==> src/rtl/radar_seq_pkg.sv <==
// Shared constants for the radar frame sequencer: FSM encodings and datapath widths.
package radar_seq_pkg;

  localparam int CMD_W = 40;
  localparam int FC_W  = 16;

  localparam logic [3:0] S_IDLE       = 4'd0;
  localparam logic [3:0] S_INIT_REQ   = 4'd1;
  localparam logic [3:0] S_INIT_WAIT  = 4'd2;
  localparam logic [3:0] S_READY      = 4'd3;
  localparam logic [3:0] S_CFG_REQ    = 4'd4;
  localparam logic [3:0] S_CFG_WAIT   = 4'd5;
  localparam logic [3:0] S_CHIRP_REQ  = 4'd6;
  localparam logic [3:0] S_CHIRP_WAIT = 4'd7;
  localparam logic [3:0] S_GAP        = 4'd8;
  localparam logic [3:0] S_ERROR      = 4'd9;

endpackage

==> src/rtl/radar_frame_sequencer_sync_2ff.sv <==
// Two-flop synchronizer for bringing asynchronous level signals into the clk domain.
module sync_2ff #(
  parameter int W = 1
) (
  input  logic         clk,
  input  logic         rst_n,
  input  logic [W-1:0] d,
  output logic [W-1:0] q
);

  logic [W-1:0] meta;

  always_ff @(posedge clk or negedge rst_n) begin
    if (!rst_n) begin
      meta <= '0;
      q    <= '0;
    end else begin
      meta <= d;
      q    <= meta;
    end
  end

endmodule

==> src/rtl/radar_frame_sequencer.sv <==
// Sequences ADC init, queued ADC register writes and DAC chirp frames onto the SPI driver.
// Optional handshake watchdog enabled by defining RADAR_SEQ_WDOG_EN.
module radar_frame_sequencer
  import radar_seq_pkg::*;
#(
  parameter int CHIRPS         = 64,
  parameter int GAP_CYCLES     = 1024,
  parameter int CFG_DEPTH      = 4,
  parameter int TIMEOUT_CYCLES = 262143,
  localparam int CIW = (CHIRPS > 1) ? $clog2(CHIRPS) : 1
) (
  input  logic             clk,
  input  logic             rst_n,
  input  logic             enable,
  input  logic             run,
  input  logic             cfg_wr,
  input  logic [CMD_W-1:0] cfg_data,
  output logic             cfg_full,
  output logic             cfg_overflow,
  output logic             drv_init,
  output logic             drv_start_adc,
  output logic             drv_start_dac,
  output logic [CMD_W-1:0] drv_data,
  input  logic             drv_busy,
  output logic             init_done,
  output logic             chirp_active,
  output logic [CIW-1:0]   chirp_idx,
  output logic             frame_done,
  output logic [FC_W-1:0]  frame_count,
  output logic             seq_error
);

  localparam int AW   = $clog2(CFG_DEPTH);
  localparam int PW   = (AW > 0) ? AW : 1;
  localparam int CMAX = (GAP_CYCLES > TIMEOUT_CYCLES) ? GAP_CYCLES : TIMEOUT_CYCLES;
  localparam int CW   = $clog2(CMAX + 1);

  logic             busy_s;
  logic [3:0]       state, state_next;
  logic [CW-1:0]    cnt;
  logic             err_en_low;
  logic [CMD_W-1:0] mem [CFG_DEPTH];
  logic [PW-1:0]    rd_ptr, wr_ptr;
  logic [AW:0]      count;
  logic             q_empty, push, pop, in_hs, gap_end, last_chirp, wdog_hit;

  sync_2ff #(.W(1)) u_busy_sync (.clk(clk), .rst_n(rst_n), .d(drv_busy), .q(busy_s));

  function automatic logic [PW-1:0] ptr_inc(input logic [PW-1:0] p);
    return (p == PW'(CFG_DEPTH - 1)) ? '0 : p + 1'b1;
  endfunction

  assign q_empty    = (count == '0);
  assign cfg_full   = (count == (AW+1)'(CFG_DEPTH));
  assign pop        = (state == S_CFG_WAIT) && !busy_s;
  assign push       = cfg_wr && (!cfg_full || pop);
  assign in_hs      = state inside {S_INIT_REQ, S_INIT_WAIT, S_CFG_REQ,
                                    S_CFG_WAIT, S_CHIRP_REQ, S_CHIRP_WAIT};
  assign gap_end    = (cnt == CW'(GAP_CYCLES - 1));
  assign last_chirp = (chirp_idx == CIW'(CHIRPS - 1));

`ifdef RADAR_SEQ_WDOG_EN
  assign wdog_hit = in_hs && (cnt == CW'(TIMEOUT_CYCLES - 1));
`else
  assign wdog_hit = 1'b0;
`endif

  always_ff @(posedge clk or negedge rst_n) begin
    if (!rst_n) begin
      rd_ptr       <= '0;
      wr_ptr       <= '0;
      count        <= '0;
      cfg_overflow <= 1'b0;
    end else begin
      if (push) wr_ptr <= ptr_inc(wr_ptr);
      if (pop)  rd_ptr <= ptr_inc(rd_ptr);
      if (push && !pop)      count <= count + 1'b1;
      else if (pop && !push) count <= count - 1'b1;
      if (cfg_wr && !push) cfg_overflow <= 1'b1;
    end
  end

  always_ff @(posedge clk) begin
    if (push) mem[wr_ptr] <= cfg_data;
  end

  // Waits never bail out on enable: the in-flight driver transaction always completes first.
  always_comb begin
    state_next = state;
    case (state)
      S_IDLE:       if (enable && !busy_s) state_next = S_INIT_REQ;
      S_INIT_REQ:   if (busy_s) state_next = S_INIT_WAIT;
      S_INIT_WAIT:  if (!busy_s) state_next = S_READY;
      S_READY: begin
        if (enable) begin
          if (!q_empty) state_next = S_CFG_REQ;
          else if (run) state_next = S_CHIRP_REQ;
        end
      end
      S_CFG_REQ:    if (busy_s) state_next = S_CFG_WAIT;
      S_CFG_WAIT:   if (!busy_s) state_next = S_READY;
      S_CHIRP_REQ:  if (busy_s) state_next = S_CHIRP_WAIT;
      S_CHIRP_WAIT: if (!busy_s) state_next = enable ? S_GAP : S_READY;
      S_GAP: begin
        if (!enable) state_next = S_READY;
        else if (gap_end) state_next = last_chirp ? S_READY : S_CHIRP_REQ;
      end
      S_ERROR:      if (err_en_low && enable) state_next = S_IDLE;
      default:      state_next = S_IDLE;
    endcase
    if (wdog_hit && (state_next == state)) state_next = S_ERROR;
  end

  always_ff @(posedge clk or negedge rst_n) begin
    if (!rst_n) begin
      state       <= S_IDLE;
      cnt         <= '0;
      chirp_idx   <= '0;
      init_done   <= 1'b0;
      frame_done  <= 1'b0;
      frame_count <= '0;
      seq_error   <= 1'b0;
      err_en_low  <= 1'b0;
    end else begin
      state      <= state_next;
      cnt        <= ((state_next != state) || !(in_hs || state == S_GAP)) ? '0 : cnt + 1'b1;
      frame_done <= 1'b0;
      err_en_low <= (state == S_ERROR) && (err_en_low || !enable);
      if (state == S_INIT_WAIT && state_next == S_READY) init_done <= 1'b1;
      if (state == S_ERROR && state_next == S_IDLE) init_done <= 1'b0;
      if (state_next == S_ERROR) seq_error <= 1'b1;
      if (state == S_GAP && state_next == S_CHIRP_REQ) chirp_idx <= chirp_idx + 1'b1;
      else if (state_next == S_READY || state_next == S_ERROR) chirp_idx <= '0;
      if (state == S_GAP && enable && gap_end && last_chirp) begin
        frame_done  <= 1'b1;
        frame_count <= frame_count + 1'b1;
      end
    end
  end

  assign drv_init      = (state == S_INIT_REQ);
  assign drv_start_adc = (state == S_INIT_REQ) || (state == S_CFG_REQ);
  assign drv_start_dac = (state == S_CHIRP_REQ);
  assign chirp_active  = (state == S_CHIRP_REQ) || (state == S_CHIRP_WAIT);
  assign drv_data      = ((state == S_CFG_REQ) || (state == S_CFG_WAIT)) ? mem[rd_ptr] : '0;

endmodule

==> config.mk <==
export PLATFORM = sky130hd
export DESIGN_NAME = radar_frame_sequencer
export DESIGN_NICKNAME = d
export VERILOG_FILES = /design/src/rtl/radar_seq_pkg.sv /design/src/rtl/radar_frame_sequencer_sync_2ff.sv /design/src/rtl/radar_frame_sequencer.sv
export SDC_FILE = /design/constraint.sdc
export NUM_CORES = 1
export LEC_CHECK = 0
export CELL_PAD_IN_SITES_DETAIL_PLACEMENT = 2
export CELL_PAD_IN_SITES_GLOBAL_PLACEMENT = 2
export CORE_UTILIZATION = 36
export DETAILED_ROUTE_END_ITERATION = 7
export PLACE_DENSITY_LB_ADDON = 0.15
export SYNTH_ARGS = -nofsm -noshare
export SYNTH_HDL_FRONTEND = slang
export SYNTH_SLANG_ARGS = --single-unit
==> constraint.sdc <==
create_clock -name clk -period 3.1 [get_ports clk]
set_clock_uncertainty 0.2 [all_clocks]
set_input_delay 0.31 -clock clk [delete_from_list [all_inputs] [get_ports clk]]
set_output_delay 0.31 -clock clk [all_outputs]
set_load 0.02 [all_outputs]
# After elaboration in Yosys (flattened, before gate mapping)
# Memories as Yosys holds them, arrays and structs flattened.
# Index checks and enable logic that the tools add are counted.
# totals
word_cells	104
mem_bits_rw	160
n_memories	1
input_bits	46
out_inout_bits	71
ff_bits	58
# op_classes
addsub	7
n_reduce_logical	36
eq_ne	18
muxes	28
# memory_table
memory	depth	word_bits	read_ports	rd_ports_with_merged_regs	write_ports	line_no	rtl
mem	4	40	1	0	1	radar_frame_sequencer.sv:42	logic [CMD_W-1:0] mem [CFG_DEPTH];
# op_table
cell	n
$mux 4	13
$mux 40	1
$pmux 4 s9	1
$eq 4x3->1 const B	5
$add 18x1->18 const B	1
$eq 18x10->1 const B	1
$mux 18	1
$add 16x1->16 const B	1
$logic_and 1x1->1	14
$eq 4x2->1 const B	3
$eq 4x4->1 const B	3
$mux 6	2
$mux 3	3
$logic_not 4->1	2
$logic_or 1x1->1	8
$add 6x1->6 const B	1
$eq 6x6->1 const B	1
$logic_not 1->1	6
$reduce_bool 2->1	3
$reduce_bool 6->1	1
$mux 1	5
$add 2x1->2 const B	2
$eq 2x2->1 const B	2
$eq 4x1->1 const B	1
other kinds (7)	8

# Logic depth before layout (Yosys ltp)
# Gate-level depths: netlist of the first run.
# logic_depth
depth_word	9
depth_mapped	10
mapped_depth_nobuf	10

# Cells and area by module
# From an unflattened synthesis of the first run, not the netlist that was laid out.
# unflattened
hier_cells	550
area_unflattened_um2	9115.0
# modules_own_cells
module	area_each_um2	cells_per_inst	n_inst	seq_area_each_um2
radar_frame_sequencer	9064.9	548	1	6206.0
sync_2ff	50.0	2	1	50.0

# Worst setup path before layout of the first run
# OpenSTA, ideal clock, no wires.
# synth_path
kind	register to register
startpoint	reg state[2]
endpoint	mem mem[3][0], enable pin
synth_period_minus_slack_ps	2989
path_slack_ps	111
stages_incl_launch_ff	6
required_ps	2499
n_path_buf	1
setup_ps	401
arrival_time_ps	2388
path_cell_list	dfrtp_1 -> clkbuf_1 -> nor2b_1 -> nand2_1 -> a21boi_1 -> and2_1
# synth_between
elab_chain_cells	6
# synth_lines
item	line_no	rtl
from (decl)	radar_frame_sequencer.sv:39	logic [3:0] state, state_next;
from (signal assigned)	radar_frame_sequencer.sv:125	state <= state_next;
$eq 4x3->1	radar_frame_sequencer.sv:55	assign pop = (state == S_CFG_WAIT) && !busy_s;
$logic_and 1x1->1	radar_frame_sequencer.sv:55	
$logic_or 1x1->1	radar_frame_sequencer.sv:56	assign push = cfg_wr && (!cfg_full || pop);
$logic_and 1x1->1	radar_frame_sequencer.sv:56	
via push	radar_frame_sequencer.sv:45	logic q_empty, push, pop, in_hs, gap_end, last_chirp, wdog_hit;
$mux 1	radar_frame_sequencer.sv:84	if (push) mem[wr_ptr] <= cfg_data;
$mux 1 (not written as such)	radar_frame_sequencer.sv:84	
to (decl)	radar_frame_sequencer.sv:42	
# The timed path passes the listed nets, and every way through them passes these cells.

# Worst setup path after layout of the first run
# layout_path
startpoint	reg rd_ptr[0]
endpoint	out drv_data[5]
# layout_between
elab_chain_cells	2
# layout_lines
item	line_no	rtl
from (decl)	radar_frame_sequencer.sv:43	logic [PW-1:0] rd_ptr, wr_ptr;
from (signal assigned)	radar_frame_sequencer.sv:76	if (pop) rd_ptr <= ptr_inc(rd_ptr);
$mem_v2 4x40	-	
$mux 40	radar_frame_sequencer.sv:145	assign drv_data = ((state == S_CFG_REQ) || (state == S_CFG_WAIT)) ? mem[rd_ptr] : '0;
to (decl)	radar_frame_sequencer.sv:23	output logic [CMD_W-1:0] drv_data,
# No other way between the ends.

==> results of run 1 <==
critical path: stages, from the launching register on:
cell and delay, ns:
dfrtp_4 0.53, buf_12 0.21, mux4_2 0.52, nor2b_1 0.16, clkdlybuf4s50_1 0.56
flip-flops by register name, indices dropped and copies added, names as in the netlist:
signal / flops
err_en_low: 1
state: 4
u_busy_sync.meta: 1
frame_done: 1
frame_count: 16
count: 3
cfg_overflow: 1
rd_ptr: 2
wr_ptr: 2
init_done: 1
seq_error: 1
u_busy_sync.q: 1
cnt: 18
mem: 160
chirp_idx: 6
how the worst max path moves through the flow:
stage,depth (start not counted),slack [ns],end,from
after floorplan,5,0.11,mem[3][0]$_DFFE_PP_,state[2]$_DFF_PN0_
after global placement,7,0.40,chirp_idx[0]$_DFFE_PN0P_,enable
after detailed placement,7,0.33,chirp_idx[0]$_DFFE_PN0P_,enable
after CTS,5,0.03,drv_data[38],state[3]$_DFF_PN0_
after global routing,4,0.002,drv_data[5],rd_ptr[0]$_DFFE_PN0P_
final,4,0.1,drv_data[5],rd_ptr[0]$_DFFE_PN0P_
cells by family (layout without fill, tap and decap cells):
kind of cell | after synthesis | count (layout) | share of synthesized area, %
AOI/OAI and AO/OA | 34 | 34 | 2.56
adders and majority gates | 10 | 10 | 1.46
buffers and inverters | 34 | 197 | 1.56
and+or+nand+nor | 186 | 186 | 11.8
DFF | 218 | 218 | 68.9
other | 0 | 1 | 0
xor gates and xnor gates | 36 | 36 | 3.47
muxes | 43 | 43 | 10.3
routing by layer:
layer,global-route usage [%],up-vias,routed length (um)
li1,-,2407,-
met1,22.5,2741,9420
met2,32.2,107,11700
met3,3.80,27,1090
met4,4.46,2,312
met5,0,-,13
placed cells by master (no fill, tap or decap), types with 5 or more instances in the layout:
master and instances:
nor3_1 5, nand3_1 13, clkbuf_1 8, o21ai_0 7, buf_12 8, dfrtp_1 56, clkbuf_16 25, nand2_1 33
ha_1 9, xor2_1 17, edfxtp_1 160, and3_1 6, clkbuf_8 5, nor2b_1 44, mux4_2 40, nor2_1 36
inv_1 9, nor4_1 7, clkdlybuf4s50_1 115, buf_4 19, nand4_1 6, xnor2_1 19
per-stage QoR:
stage | instances | worst slack, ns | hold slack, ns | area (um^2) | utilization, %
4_1_cts | 1048 | 0.0325 | 0.0235 | 11600 | 47.5
2_1_floorplan | 561 | 0.111 | -0.186 | 9090 | -
3_3_place_gp | 1000 | 0.399 | 0.0819 | 10800 | 44.2
5_1_grt | 1048 | 0.00188 | 0.0305 | 11600 | 47.5
3_5_place_dp | 1000 | 0.328 | 0.0973 | 10800 | 44.2
6_report | 1049 | 0.0969 | 0.0459 | 11600 | 47.5
cell type report:
| class | instances | area (um^2) | share of cell area (%) |
|---|---|---|---|
| Clock buffer | 38 | 724 | 6.22 |
| Tap cell | 324 | 405 | 3.48 |
| Clock inverter | 6 | 53.8 | 0.462 |
| Multi-Input combinational cell | 309 | 2700 | 23.2 |
| Antenna cell | 1 | 2.50 | 0.0215 |
| Inverter | 9 | 33.8 | 0.290 |
| Sequential cell | 218 | 6260 | 53.7 |
| Timing Repair Buffer | 144 | 1470 | 12.6 |
timing repair:
action | CTS | global route
cloned | 0 | 0
setup endpoints to repair | 24 | 6
setup buffers | 3 | 0
hold buffers | 1 | 0
endpoints found under the hold margin | 23 | 0
pin swaps | 0 | 0
resized for setup | 0 | 1
power groups by stage:
stage / clock network [mW] / registers (mW) / logic [mW]
2_1_floorplan: 0 / 3.88 / 1.74
3_3_place_gp: 0 / 4.00 / 2.71
5_1_grt: 3.00 / 4.01 / 3.04
6_report: 2.80 / 3.97 / 2.80
3_5_place_dp: 0 / 4.05 / 2.79
4_1_cts: 2.88 / 3.98 / 2.88
==> impl_metrics.csv, run 1 <==
group,metric,value,unit
critical_path,crit_type,"register to output pin",
routing,initialDrtViolationCount,199,
timing,period_needed,3.00,ns
clocking,clk-insertion-delay-late,0.52,ns
global_route,grt_pass1_vias,6203,
power,seqPwrFrac,41.5,%
floorplan,fp.dieH,161,um
routing,vias,5284,
yosys,yosys-top-cells-area,"edfxtp_1 53%, dfrtp_1 16%, mux4_2 9.9%, nor2b_1 3.1%, xnor2_1 1.8%",
power,p_total,9.57,mW
hold_path,hold_path.class,"input port to register",
timing,maxSlewViolCount,0,
global_route,grt-ovfl-total,0,
critical_path,r2r_slack,0.42,ns
power,internal_power,6.75,mW
floorplan,chipWidth,161,um
clocking,cts_tree,"yes",
yosys,synth_edf_count,160,
timing,rsz0062_at_grt,"false",
clocking,cts_buffer_depth,3,
floorplan,rows,57,
yosys,synth_top_area_share,52.9,%
cells_and_area,syn_to_final_growth,28.2,%
power,leakage,4.11,nW
power,net-switching-power,2.81,mW
yosys,ys_types,57,
yosys,async_flop_share,26.6,%
timing,worst_pin_slew,0.668,ns
floorplan,initial_core_util,37.0,%
yosys,syn_nets,617,
critical_path,start_kind,"register",
hold_path,hold_path_depth,1,
power,clkPwrFrac,29.3,%
cells_and_area,num-fill-cells,2291,
run,maxCapViolCount,0,
yosys,syn_area,9090,um^2
routing,antenna_left,0,
power,switching_share,29.4,%
yosys,yosys.area.top_type,"edfxtp_1",
yosys,syn_inst,561,
clocking,htree_levels,1,
timing,hold_violations,0,
floorplan,core-area,24500,um^2
global_route,grt_pass1_wl,36.2,mm
power,irDropWorstVdd,0.000430,V
global_route,globalRouteTotalUtil,18.1,%
critical_path,reg2reg_to,"count[2]$_DFFE_PN0P_",
routing,drc,0,
cells_and_area,drive_above_1_share,18.1,%
hold_path,holdPathEnd,"u_busy_sync.meta$_DFF_PN0_",
critical_path,reg2reg_from,"state[1]$_DFF_PN0_",
global_route,grt_antenna_before_repair,2,
clocking,cts_root_buf,"clkbuf_16",
critical_path,worstPathArrival,2.49,ns
floorplan,die-area,25900,um^2
hold_path,hp-start,"drv_busy",
clocking,clk_pin_slew,0.06,ns
yosys,synth-seq-cells,218,
timing,fmax,0.333,GHz
cells_and_area,finalNetCount,762,
routing,routed_wl,22.6,mm
critical_path,crit_path_max_fanout,15,
placed_design,hpwl,14.6,mm
outcome,outcome,"completed",
timing,slew_headroom,55.0,%
yosys,yosysMostFrequentCell,"edfxtp_1",
global_route,grt_start_max_net_pins,41,
yosys,seq_area_frac_synth,68.9,%
critical_path,endpoint_kind,"output pin",
critical_path,worstPathRequired,2.59,ns
yosys,synth_top_cells_by_count,"160 x edfxtp_1, 58 x dfrtp_1, 45 x nor2b_1, 40 x mux4_2, 36 x nor2_1",
yosys,synth_flop_cell,"edfxtp_1",
placed_design,gp_congestion,0.755,
routing,vias_per_cell,5.04,
timing,finalSetupViolations,0,
placed_design,portBuffers,116,
routing,wl_per_cell,21.5,um
routing,drtPass1Iterations,4,
critical_path,ff2ff_path_depth,10,
clocking,cts_sinks,218,
floorplan,ios,117,
yosys,synth_warnings,0,
clocking,tritoncts.num_buffers,24,
timing,fin_tns_setup,0,ns
yosys,syn_area_per_cell,16.2,um^2
power,p_per_area,821,nW/um^2
timing,post-route-period-util,96.9,%
power,pwr-share-comb,29.3,%
Power figures use the tool's default switching activity.
==> run 2, diff against run 1 <==
- SLEW_MARGIN: default -> 25
==> results of run 2 <==
Same layout as run 1: the final DEF is identical, and so are final timing and power.
